`config.mk`:
```
export PLATFORM = sky130hd
export DESIGN_NAME = alu_seq
export DESIGN_NICKNAME = d
export VERILOG_FILES = /design/src/rtl/alu_pkg.sv /design/src/rtl/alu_mul_iter.sv /design/src/rtl/alu_seq.sv
export SDC_FILE = /design/constraint.sdc
export NUM_CORES = 1
export LEC_CHECK = 0
export BUFFER_PORTS_ARGS = -buffer_cell sky130_fd_sc_hd__buf_2
export CAP_MARGIN = 30
export CORE_MARGIN = 2
export CORE_UTILIZATION = 43
export CTS_CLUSTER_DIAMETER = 150
export DETAILED_ROUTE_END_ITERATION = 6
export PLACE_DENSITY = 0.71
export SYNTH_ARGS = -nofsm -noshare
export SYNTH_HDL_FRONTEND = slang
export SYNTH_SLANG_ARGS = --single-unit
```
`constraint.sdc`:
```
create_clock -name clk -period 3.9 [get_ports clk]
set_input_delay 0.78 -clock clk [delete_from_list [all_inputs] [get_ports clk]]
set_output_delay 0.78 -clock clk [all_outputs]
set_load 0.01 [all_outputs]
```
`src/rtl/alu_pkg.sv`:
```
// Shared types for the registered multicycle ALU: op codes, flag bit positions, FSM states.
package alu_pkg;

    typedef enum logic [2:0] {
        OP_ADD = 3'b000,
        OP_ADC = 3'b001,
        OP_SUB = 3'b010,
        OP_SBB = 3'b011,
        OP_AND = 3'b100,
        OP_OR  = 3'b101,
        OP_XOR = 3'b110,
        OP_MUL = 3'b111
    } alu_op_t;

    // Bit positions inside the {Z,C,N,V} flag word
    localparam int unsigned FLAG_Z    = 3;
    localparam int unsigned FLAG_C    = 2;
    localparam int unsigned FLAG_N    = 1;
    localparam int unsigned FLAG_V    = 0;
    localparam int unsigned NUM_FLAGS = 4;

    typedef enum logic {
        ST_IDLE = 1'b0,
        ST_MUL  = 1'b1
    } state_t;

endpackage

```
`src/rtl/alu_mul_iter.sv`:
```
// Iterative unsigned shift-add multiplier: one partial product per cycle, WIDTH cycles.
// The first iteration is folded into the start cycle so done/prod are registered and
// land exactly WIDTH-1 cycles after start. Only instantiated when ALU_MUL_EN is defined.
module alu_mul_iter #(
    parameter int unsigned WIDTH = 8
) (
    input  logic               clk,
    input  logic               rst,
    input  logic               start,
    input  logic [WIDTH-1:0]   a,
    input  logic [WIDTH-1:0]   b,
    output logic               done,
    output logic [2*WIDTH-1:0] prod
);

    localparam int unsigned PW = 2 * WIDTH;
    localparam int unsigned CW = $clog2(WIDTH);

    logic [WIDTH-1:0] mcand;
    logic [CW-1:0]    cnt;
    logic             busy;
    logic [PW-1:0]    src_c;
    logic [WIDTH-1:0] m_c;
    logic [WIDTH:0]   sum_c;
    logic [PW-1:0]    step_c;

    // One shift-add step on {hi, multiplier-remainder}; seeded from b when starting
    always_comb begin
        src_c  = start ? {{WIDTH{1'b0}}, b} : prod;
        m_c    = start ? a : mcand;
        sum_c  = {1'b0, src_c[PW-1:WIDTH]} + (src_c[0] ? {1'b0, m_c} : '0);
        step_c = {sum_c, src_c[WIDTH-1:1]};
    end

    // Iteration counter and product register; done pulses after the final step
    always_ff @(posedge clk) begin
        if (rst) begin
            mcand <= '0;
            prod  <= '0;
            cnt   <= '0;
            busy  <= 1'b0;
            done  <= 1'b0;
        end else begin
            done <= 1'b0;
            if (start) begin
                mcand <= a;
                prod  <= step_c;
                cnt   <= CW'(WIDTH - 1);
                busy  <= 1'b1;
            end else if (busy) begin
                prod <= step_c;
                cnt  <= cnt - CW'(1);
                if (cnt == CW'(1)) begin
                    busy <= 1'b0;
                    done <= 1'b1;
                end
            end
        end
    end

endmodule

```
`src/rtl/alu_seq.sv`:
```
// Registered ALU with valid/ready input handshake and a persistent {Z,C,N,V} flag register.
// Define ALU_MUL_EN to build the iterative multiplier (op 111 then takes WIDTH+1 cycles);
// without it op 111 completes in one cycle with a zero result and only Z set.
module alu_seq
    import alu_pkg::*;
#(
    parameter int unsigned WIDTH = 8
) (
    input  logic             clk,
    input  logic             rst,
    input  logic             in_valid,
    output logic             in_ready,
    input  logic [2:0]       op,
    input  logic [WIDTH-1:0] a,
    input  logic [WIDTH-1:0] b,
    output logic             out_valid,
    output logic [WIDTH-1:0] result,
    output logic [WIDTH-1:0] result_hi,
    output logic [3:0]       flags
);

    localparam int unsigned EW  = WIDTH + 1;
    localparam int unsigned MSB = WIDTH - 1;

    state_t               state, state_next;
    alu_op_t              op_c;
    logic                 accept_c;
    logic                 is_mul_c;
    logic                 cin_c;
    logic [EW-1:0]        add_c, sub_c;
    logic [WIDTH-1:0]     alu_res_c;
    logic                 alu_cout_c, alu_ovf_c;
    logic                 ready_next, ov_next;
    logic [WIDTH-1:0]     res_next, hi_next;
    logic [NUM_FLAGS-1:0] flags_next;

    assign op_c     = alu_op_t'(op);
    assign accept_c = in_valid & in_ready;
    assign cin_c    = ((op_c == OP_ADC) || (op_c == OP_SBB)) ? flags[FLAG_C] : 1'b0;
    assign add_c    = {1'b0, a} + {1'b0, b} + EW'(cin_c);
    assign sub_c    = {1'b0, a} - {1'b0, b} - EW'(cin_c);

`ifdef ALU_MUL_EN
    logic                 mul_start_c;
    logic                 mul_done;
    logic [2*WIDTH-1:0]   mul_prod;

    assign is_mul_c    = (op_c == OP_MUL);
    assign mul_start_c = accept_c & is_mul_c;

    alu_mul_iter #(.WIDTH(WIDTH)) u_mul (
        .clk   (clk),
        .rst   (rst),
        .start (mul_start_c),
        .a     (a),
        .b     (b),
        .done  (mul_done),
        .prod  (mul_prod)
    );
`else
    assign is_mul_c = 1'b0;
`endif

    // Single-cycle datapath: result, carry/borrow and signed overflow for non-MUL ops
    always_comb begin
        alu_res_c  = '0;
        alu_cout_c = 1'b0;
        alu_ovf_c  = 1'b0;
        case (op_c)
            OP_ADD, OP_ADC: begin
                alu_res_c  = add_c[MSB:0];
                alu_cout_c = add_c[WIDTH];
                alu_ovf_c  = (a[MSB] == b[MSB]) && (add_c[MSB] != a[MSB]);
            end
            OP_SUB, OP_SBB: begin
                alu_res_c  = sub_c[MSB:0];
                alu_cout_c = sub_c[WIDTH];
                alu_ovf_c  = (a[MSB] != b[MSB]) && (sub_c[MSB] != a[MSB]);
            end
            OP_AND:  alu_res_c = a & b;
            OP_OR:   alu_res_c = a | b;
            OP_XOR:  alu_res_c = a ^ b;
            default: ;
        endcase
    end

    // Next-state and next-output logic; outputs hold unless a result completes
    always_comb begin
        state_next = state;
        ov_next    = 1'b0;
        res_next   = result;
        hi_next    = result_hi;
        flags_next = flags;
        case (state)
            ST_IDLE: begin
                if (accept_c && is_mul_c) begin
                    state_next = ST_MUL;
                end else if (accept_c) begin
                    ov_next            = 1'b1;
                    res_next           = alu_res_c;
                    hi_next            = '0;
                    flags_next[FLAG_Z] = (alu_res_c == '0);
                    flags_next[FLAG_C] = alu_cout_c;
                    flags_next[FLAG_N] = alu_res_c[MSB];
                    flags_next[FLAG_V] = alu_ovf_c;
                end
            end
`ifdef ALU_MUL_EN
            ST_MUL: begin
                if (mul_done) begin
                    state_next         = ST_IDLE;
                    ov_next            = 1'b1;
                    res_next           = mul_prod[MSB:0];
                    hi_next            = mul_prod[2*WIDTH-1:WIDTH];
                    flags_next[FLAG_Z] = (mul_prod[MSB:0] == '0);
                    flags_next[FLAG_C] = (mul_prod[2*WIDTH-1:WIDTH] != '0);
                    flags_next[FLAG_N] = mul_prod[MSB];
                    flags_next[FLAG_V] = (mul_prod[2*WIDTH-1:WIDTH] != '0);
                end
            end
`endif
            default: state_next = ST_IDLE;
        endcase
        ready_next = (state_next == ST_IDLE);
    end

    // State and output registers
    always_ff @(posedge clk) begin
        if (rst) begin
            state     <= ST_IDLE;
            in_ready  <= 1'b1;
            out_valid <= 1'b0;
            result    <= '0;
            result_hi <= '0;
            flags     <= '0;
        end else begin
            state     <= state_next;
            in_ready  <= ready_next;
            out_valid <= ov_next;
            result    <= res_next;
            result_hi <= hi_next;
            flags     <= flags_next;
        end
    end

endmodule

```
==> impl_metrics.csv, run 1 <==
group,metric,value,unit
routing,vias_per_cell,5.16,
clock_network,cts.path.max_buffers,2,
synth,synth-seq-area-share,13.1,%
synth,synth_area,1830,um2
synth,yosys.area.top_type_share,20.5,%
synth,yosys.cell_count.top_type,"ha_1",
setup_path,crit_path_end_kind,"flop",
worst_hold_path,min_delay_path_depth,2,
final_layout,num_antenna_cells,0,
timing,fmaxAchievable,295,MHz
setup_path,critPathMaxStageDelay,0.44,ns
clock_network,cts_buffers,3,
floorplan,pin_count,44,
clock_network,cts_tree,"done",
timing,finClkSkew,0.000521,ns
synth,synth_warnings,0,
floorplan,dieArea,4800,um2
clock_network,post_cts_resized,0,
routing,drtIter0Drc,51,
timing,fin_tns_setup,0,ns
setup_path,crit_chain,"buf_2 -> nand2_1 -> or2_2 -> inv_1 -> fa_1 -> ha_1 -> o211ai_1 -> nand3_1 -> a31oi_1 -> xnor2_1 -> and2_1 -> o31a_1 -> o32ai_2",
synth,synthDistinctLibCells,48,
setup_path,startpoint_type,"input port",
grt,antenna_found_initial,0,
setup_path,r2r_slack,0.95,ns
clock_network,cts_setup_buffers,0,
synth,avgSynthCellArea,8.03,um2
worst_hold_path,hp-class,"flop to flop",
final_layout,drive_above_1_share,17.8,%
grt,grt_overflow_total,0,
setup_path,critPathTopFamily,"compound AO/OA/AOI/OAI gates",
final_layout,final_area,2010,um2
setup_path,worst_r2r_endpoint,"flags[3]",
synth,synth_commonest_cells,"30 x ha_1, 26 x inv_1, 20 x nor2_1",
setup_path,cp-startpoint,"op[0]",
setup_path,crit_slowest_cell,"fa_1",
timing,rsz0062_at_grt,"no",
worst_hold_path,min_to,"result[5]",
floorplan,core,4060,um2
place,io_buffers,34,
place,dp_hpwl,3.00,mm
floorplan,rows,23,
timing,hold_viol,0,
timing,period_needed,3.39,ns
setup_path,path_class,"input port to flop",
clock_network,cts.htree.levels,1,
final_layout,fin_nets,311,
synth,synth-main-ff-cell,"dfxtp_1",
timing,drv_slew,0,
clock_network,clk_latency,0.23,ns
timing,setup_viol,0,
setup_path,worstPathRequired,4.04,ns
synth,async_flop_share,0,%
routing,dr_total_vias,1562,
clock_network,cts_sinks,12,
setup_path,reg2reg_depth,12,
power_and_ir_drop,vdd_ir_drop_max,0.0718,mV
routing,wirelength,3.71,mm
synth,synthTopCellsByArea,"ha_1 20%, dfxtp_1 13%, inv_1 5.3%, mux2i_1 4.9%, buf_4 4.5%",
routing,firstDrtPassIters,4,
setup_path,crit_arrival,3.54,ns
place,routabilityCongestion,0.868,
floorplan,initial_core_util,45.1,%
power_and_ir_drop,p_leak,0.984,nW
final_layout,area_growth,9.90,%
power_and_ir_drop,power_per_cell_area,249,nW/um2
status,outcome,"finished, final reports clean",
setup_path,path_max_fanout,16,
synth,synth_cells,228,
floorplan,die_w,69.3,um
synth,ys_seq_elements,12,
routing,ant_nets,0,
routing,avgRoutedWirePerCell,12.2,um
grt,grt_use_total,15.1,%
setup_path,critPathBufInv,2,
synth,synth_area_leader_cell,"ha_1",
routing,drc_errors,0,
synth,synth_edf_count,0,
floorplan,die_y,69.3,um
timing,post-route-period-util,87.0,%
clock_network,path_clk_slew,0.05,ns
clock_network,postCtsHoldBufs,0,
grt,grt_pass1_vias,1395,
clock_network,cts_root_buf,"clkbuf_8",
grt,grt_pass1_wl,6.20,mm
grt,grt_max_degree,29,
place,place_area,1970,um2
setup_path,rr_startpoint,"flags[2]",
worst_hold_path,hold_start,"result[5]",
flow_run,drv_cap,0,
[routing by layer]
metal,routed length (um),global-route usage (%)
met2,1670,23.6
met3,146,1.60
met4,9,4.14
met5,0,0
met1,1880,22.0
[per-stage QoR]
stage,util [%],instances,worst slack [ns],power (mW),hold WS (ns)
global route,49.6,303,0.278,0.544,0.491
global placement,48.6,300,0.324,0.392,0.457
detailed placement,48.6,300,0.296,0.395,0.462
floorplan,-,235,0.372,0.342,0.494
finish,49.6,303,0.508,0.500,0.469
CTS,49.6,303,0.526,0.504,0.471
[worst reg2reg max path, stage by stage (launching register included)]
cell,delay [ns]
dfxtp_1,0.38
nand2_1,0.06
or2_2,0.30
inv_1,0.07
fa_1,0.44
ha_1,0.23
o211ai_1,0.24
nand3_1,0.14
a31oi_1,0.21
xnor2_1,0.13
and2_1,0.18
o31a_1,0.24
o32ai_2,0.25
[layout make-up]
type | count | area [um2]
Tap cell | 50 | 62.6
Inverter | 26 | 97.6
Timing Repair Buffer | 35 | 178
Multi-Input combinational cell | 177 | 1390
Clock buffer | 3 | 41.3
Sequential cell | 12 | 240
Fill cell | 426 | 2040
[state kept, by name, summed over array words and instances, names as in the netlist]
signal,count
flags,4
out_valid,1
result,7
[cell families (layout without fill, tap and decap cells)]
kind of cell	after synthesis	after routing	share of synthesized area, %
AOI/OAI and AO/OA	56	56	21.9
muxes	10	10	5.53
adders and majority gates	34	34	24.9
xor gates and xnor gates	14	14	6.69
and+or+nand+nor	54	54	15.3
DFF	12	12	13.1
other	2	9	0.410
buffers and inverters	46	64	12.2
[report_power, final]
| part | switching [mW] | internal [mW] |
|---|---|---|
| clock | 0.0384 | 0.0674 |
| sequential | 0.00456 | 0.132 |
| combinational | 0.144 | 0.114 |
| total | 0.187 | 0.314 |
[layout by cell type, fill, tap and decap left out, types with 3 or more instances in the layout]
master | synthesis | layout
ha_1 | 30 | 30
dfxtp_1 | 12 | 12
nand2_1 | 6 | 6
nand3b_1 | 3 | 3
mux2i_1 | 9 | 9
nand3_1 | 3 | 3
xnor2_1 | 8 | 8
buf_2 | 2 | 34
o211ai_1 | 6 | 6
xor2_1 | 6 | 6
nand2b_1 | 7 | 7
o21a_1 | 3 | 3
a21oi_1 | 14 | 14
nor3_1 | 4 | 4
conb_1 | 2 | 9
o21ai_0 | 5 | 5
a31oi_1 | 3 | 3
nor2_1 | 20 | 20
inv_1 | 26 | 26
a21o_1 | 3 | 3
o221ai_1 | 4 | 4
clkbuf_8 | 0 | 3
nor2b_1 | 3 | 3
fa_1 | 4 | 4
[worst max path at each step]
stage | to | slack [ns] | cells past startpoint
3_5_place_dp | flags[3] | 0.30 | 13
4_1_cts | flags[3] | 0.53 | 13
2_1_floorplan | flags[3] | 0.37 | 14
5_1_grt | flags[3] | 0.28 | 13
6_report | flags[3] | 0.51 | 13
3_3_place_gp | flags[3] | 0.32 | 13
Power figures use the tool's default switching activity.
==> run 2, diff against run 1 <==
--- a/config.mk
+++ b/config.mk
@@ -5,12 +5,14 @@
 export SDC_FILE = /design/constraint.sdc
 export NUM_CORES = 1
 export LEC_CHECK = 0
+export ABC_AREA = 1
 export BUFFER_PORTS_ARGS = -buffer_cell sky130_fd_sc_hd__buf_2
 export CAP_MARGIN = 30
 export CORE_MARGIN = 2
 export CORE_UTILIZATION = 43
 export CTS_CLUSTER_DIAMETER = 150
 export DETAILED_ROUTE_END_ITERATION = 6
+export GPL_TIMING_DRIVEN = 0
 export PLACE_DENSITY = 0.71
 export SYNTH_ARGS = -nofsm -noshare
 export SYNTH_HDL_FRONTEND = slang
==> run 2 against run 1 <==
  * Register-to-register slack improved by 0.46 ns
  * Synthesized cell count grew 39%
  * Total power increased by 7.2%
  * Worst hold slack worse by 0.0074 ns
  * Non-clock buffer count is 12 higher
  * Clock power is 31% higher
  * Utilization up 1.8 points
  * Via count rose by 31%
  * Fmax grew 11%
  * Final cell count grew 36%
  * Largest cell class unchanged
  * Largest power group unchanged
==> impl_metrics.csv, run 2 <==
group,metric,value,unit
final_layout,area_growth,15.9,%
timing,hold_viol,0,
floorplan,die_w,71.0,um
grt,antenna_found_initial,0,
synth,synthDistinctLibCells,30,
clock_network,clk_latency,0.25,ns
clock_network,cts_buffers,3,
clock_network,cts_setup_buffers,0,
routing,ant_nets,0,
synth,synth_edf_count,0,
setup_path,rr_startpoint,"flags[2]",
synth,synth_cells,318,
place,place_area,2180,um2
synth,avgSynthCellArea,6.08,um2
setup_path,crit_path_end_kind,"flop",
place,routabilityCongestion,0.900,
clock_network,cts_tree,"done",
clock_network,cts_root_buf,"clkbuf_8",
grt,grt_overflow_total,0,
flow_run,drv_cap,0,
final_layout,top_regs,"result x7, flags x4, out_valid x1",
grt,grt_pass1_wl,7.49,mm
synth,synth_commonest_cells,"75 x nand2_1, 56 x inv_1, 35 x nor2_1",
routing,wirelength,4.50,mm
place,dp_hpwl,3.79,mm
timing,setup_viol,0,
final_layout,num_antenna_cells,0,
clock_network,cts.htree.levels,1,
synth,synthTopCellsByArea,"ha_1 19%, nand2_1 15%, dfxtp_1 12%, inv_1 11%, nand3_1 7.3%",
worst_hold_path,hp-class,"flop to flop",
timing,fin_tns_setup,0,ns
power_and_ir_drop,power_per_cell_area,240,nW/um2
timing,drv_slew,0,
routing,dr_total_vias,2052,
setup_path,worstPathRequired,4.08,ns
final_layout,regMostFlops,"result",
floorplan,core,4350,um2
clock_network,cts_sinks,12,
synth,synth_warnings,0,
routing,avgRoutedWirePerCell,10.9,um
synth,synth-seq-area-share,12.4,%
setup_path,worst_r2r_endpoint,"flags[3]",
routing,vias_per_cell,4.97,
routing,drtIter0Drc,112,
final_layout,final_common_cell,"nand2_1",
clock_network,cts.path.max_buffers,2,
setup_path,reg2reg_depth,11,
final_layout,largest_reg_flops,7,
power_and_ir_drop,p_leak,1.34,nW
routing,firstDrtPassIters,4,
power_and_ir_drop,vdd_ir_drop_max,0.0702,mV
setup_path,critPathCapture,"flags[3]",
timing,finClkSkew,0.00310,ns
clock_network,path_clk_slew,0.05,ns
final_layout,utilization,51.4,%
synth,yosys.area.top_type_share,19.4,%
setup_path,path_max_fanout,10,
synth,synth-main-ff-cell,"dfxtp_1",
synth,async_flop_share,0,%
synth,ys_seq_elements,12,
setup_path,startpoint_type,"input port",
floorplan,die_y,71.0,um
timing,post-route-period-util,78.3,%
grt,grt_pass1_vias,1759,
timing,rsz0062_at_grt,"no",
place,io_buffers,32,
final_layout,drive_above_1_share,16.3,%
setup_path,r2r_slack,1.41,ns
setup_path,cp-startpoint,"op[2]",
floorplan,initial_core_util,44.4,%
final_layout,final_area,2240,um2
setup_path,path_class,"input port to flop",
timing,fmaxAchievable,327,MHz
grt,grt_use_total,17.9,%
clock_network,postCtsHoldBufs,0,
floorplan,pin_count,44,
routing,drc_errors,0,
setup_path,crit_arrival,3.23,ns
final_layout,fin_nets,418,
synth,synth_area,1930,um2
synth,synth_area_leader_cell,"ha_1",
floorplan,rows,24,
grt,grt_max_degree,11,
final_layout,layout_common_cells,"75 x nand2_1, 56 x inv_1, 35 x nor2_1, 33 x buf_2, 30 x ha_1",
status,outcome,"finished, final reports clean",
floorplan,dieArea,5040,um2
clock_network,post_cts_resized,0,
synth,yosys.cell_count.top_type,"nand2_1",
timing,period_needed,3.06,ns
[run 2: through the flow]
stage	worst slack [ns]	hold slack (ns)	cells	total power [mW]
2_1_floorplan	1.16	0.484	325	0.328
3_3_place_gp	0.660	0.453	409	0.391
3_5_place_dp	0.623	0.455	409	0.397
4_1_cts	0.861	0.463	413	0.536
5_1_grt	0.602	0.481	413	0.579
6_report	0.845	0.462	413	0.536
[run 2: layout make-up]
| type | instances | area [um2] |
|---|---|---|
| tap | 52 | 65.1 |
| multi-input combinational | 238 | 1390 |
| sequential | 12 | 240 |
| clock buffer | 4 | 55.1 |
| timing repair buffer | 32 | 160 |
| fill | 475 | 2120 |
| inverter | 60 | 225 |
| buffer | 15 | 103 |
[run 2: cells by family after synthesis]
logic type               synth area share (%)
XOR/XNOR                                0.453
AO/OA/AOI/OAI                            10.7
flip-flops                               12.4
adder cells (fa/ha/maj)                  23.6
buffers and inverters                    17.0
AND/OR/NAND/NOR                          35.5
other                                   0.389
[run 2: metal layers]
| metal | track usage, % | vias to the layer above | share of wire (%) |
|---|---|---|---|
| met4 | 5.66 | 0 | 1.3 |
| li1 | - | 1073 | - |
| met1 | 25.2 | 911 | 49 |
| met5 | 0 | - | 0 |
| met3 | 1.57 | 5 | 5.7 |
| met2 | 29.1 | 63 | 44 |
[run 2: report_power, final]
group	switching, mW	internal, mW
sequential	0.00449	0.132
clock	0.0492	0.0894
combinational	0.163	0.0986
[run 2: worst min-delay path by stage]
stage | depth (start not counted) | startpoint | slack, ns | to
after floorplan | 2 | flags[0] | 0.48 | flags[0]
after global placement | 2 | flags[3] | 0.45 | flags[3]
after detailed placement | 2 | flags[3] | 0.45 | flags[3]
after CTS | 2 | flags[3] | 0.46 | flags[3]
after global routing | 2 | flags[3] | 0.48 | flags[3]
final | 2 | flags[3] | 0.46 | flags[3]
[run 2: worst max-delay path, stage by stage]
cell and delay (ns):
buf_2 0.13, buf_2 0.24, inv_1 0.06, nand3_1 0.11
inv_1 0.06, fa_1 0.51, inv_1 0.07, ha_1 0.17
inv_1 0.05, nand2_1 0.08, nand2_1 0.09, nand2_1 0.07
nand2_1 0.10, nand3_1 0.14, nand3_1 0.12, nand2_1 0.05
nor2_1 0.15, nand4_1 0.13, a21oi_1 0.13
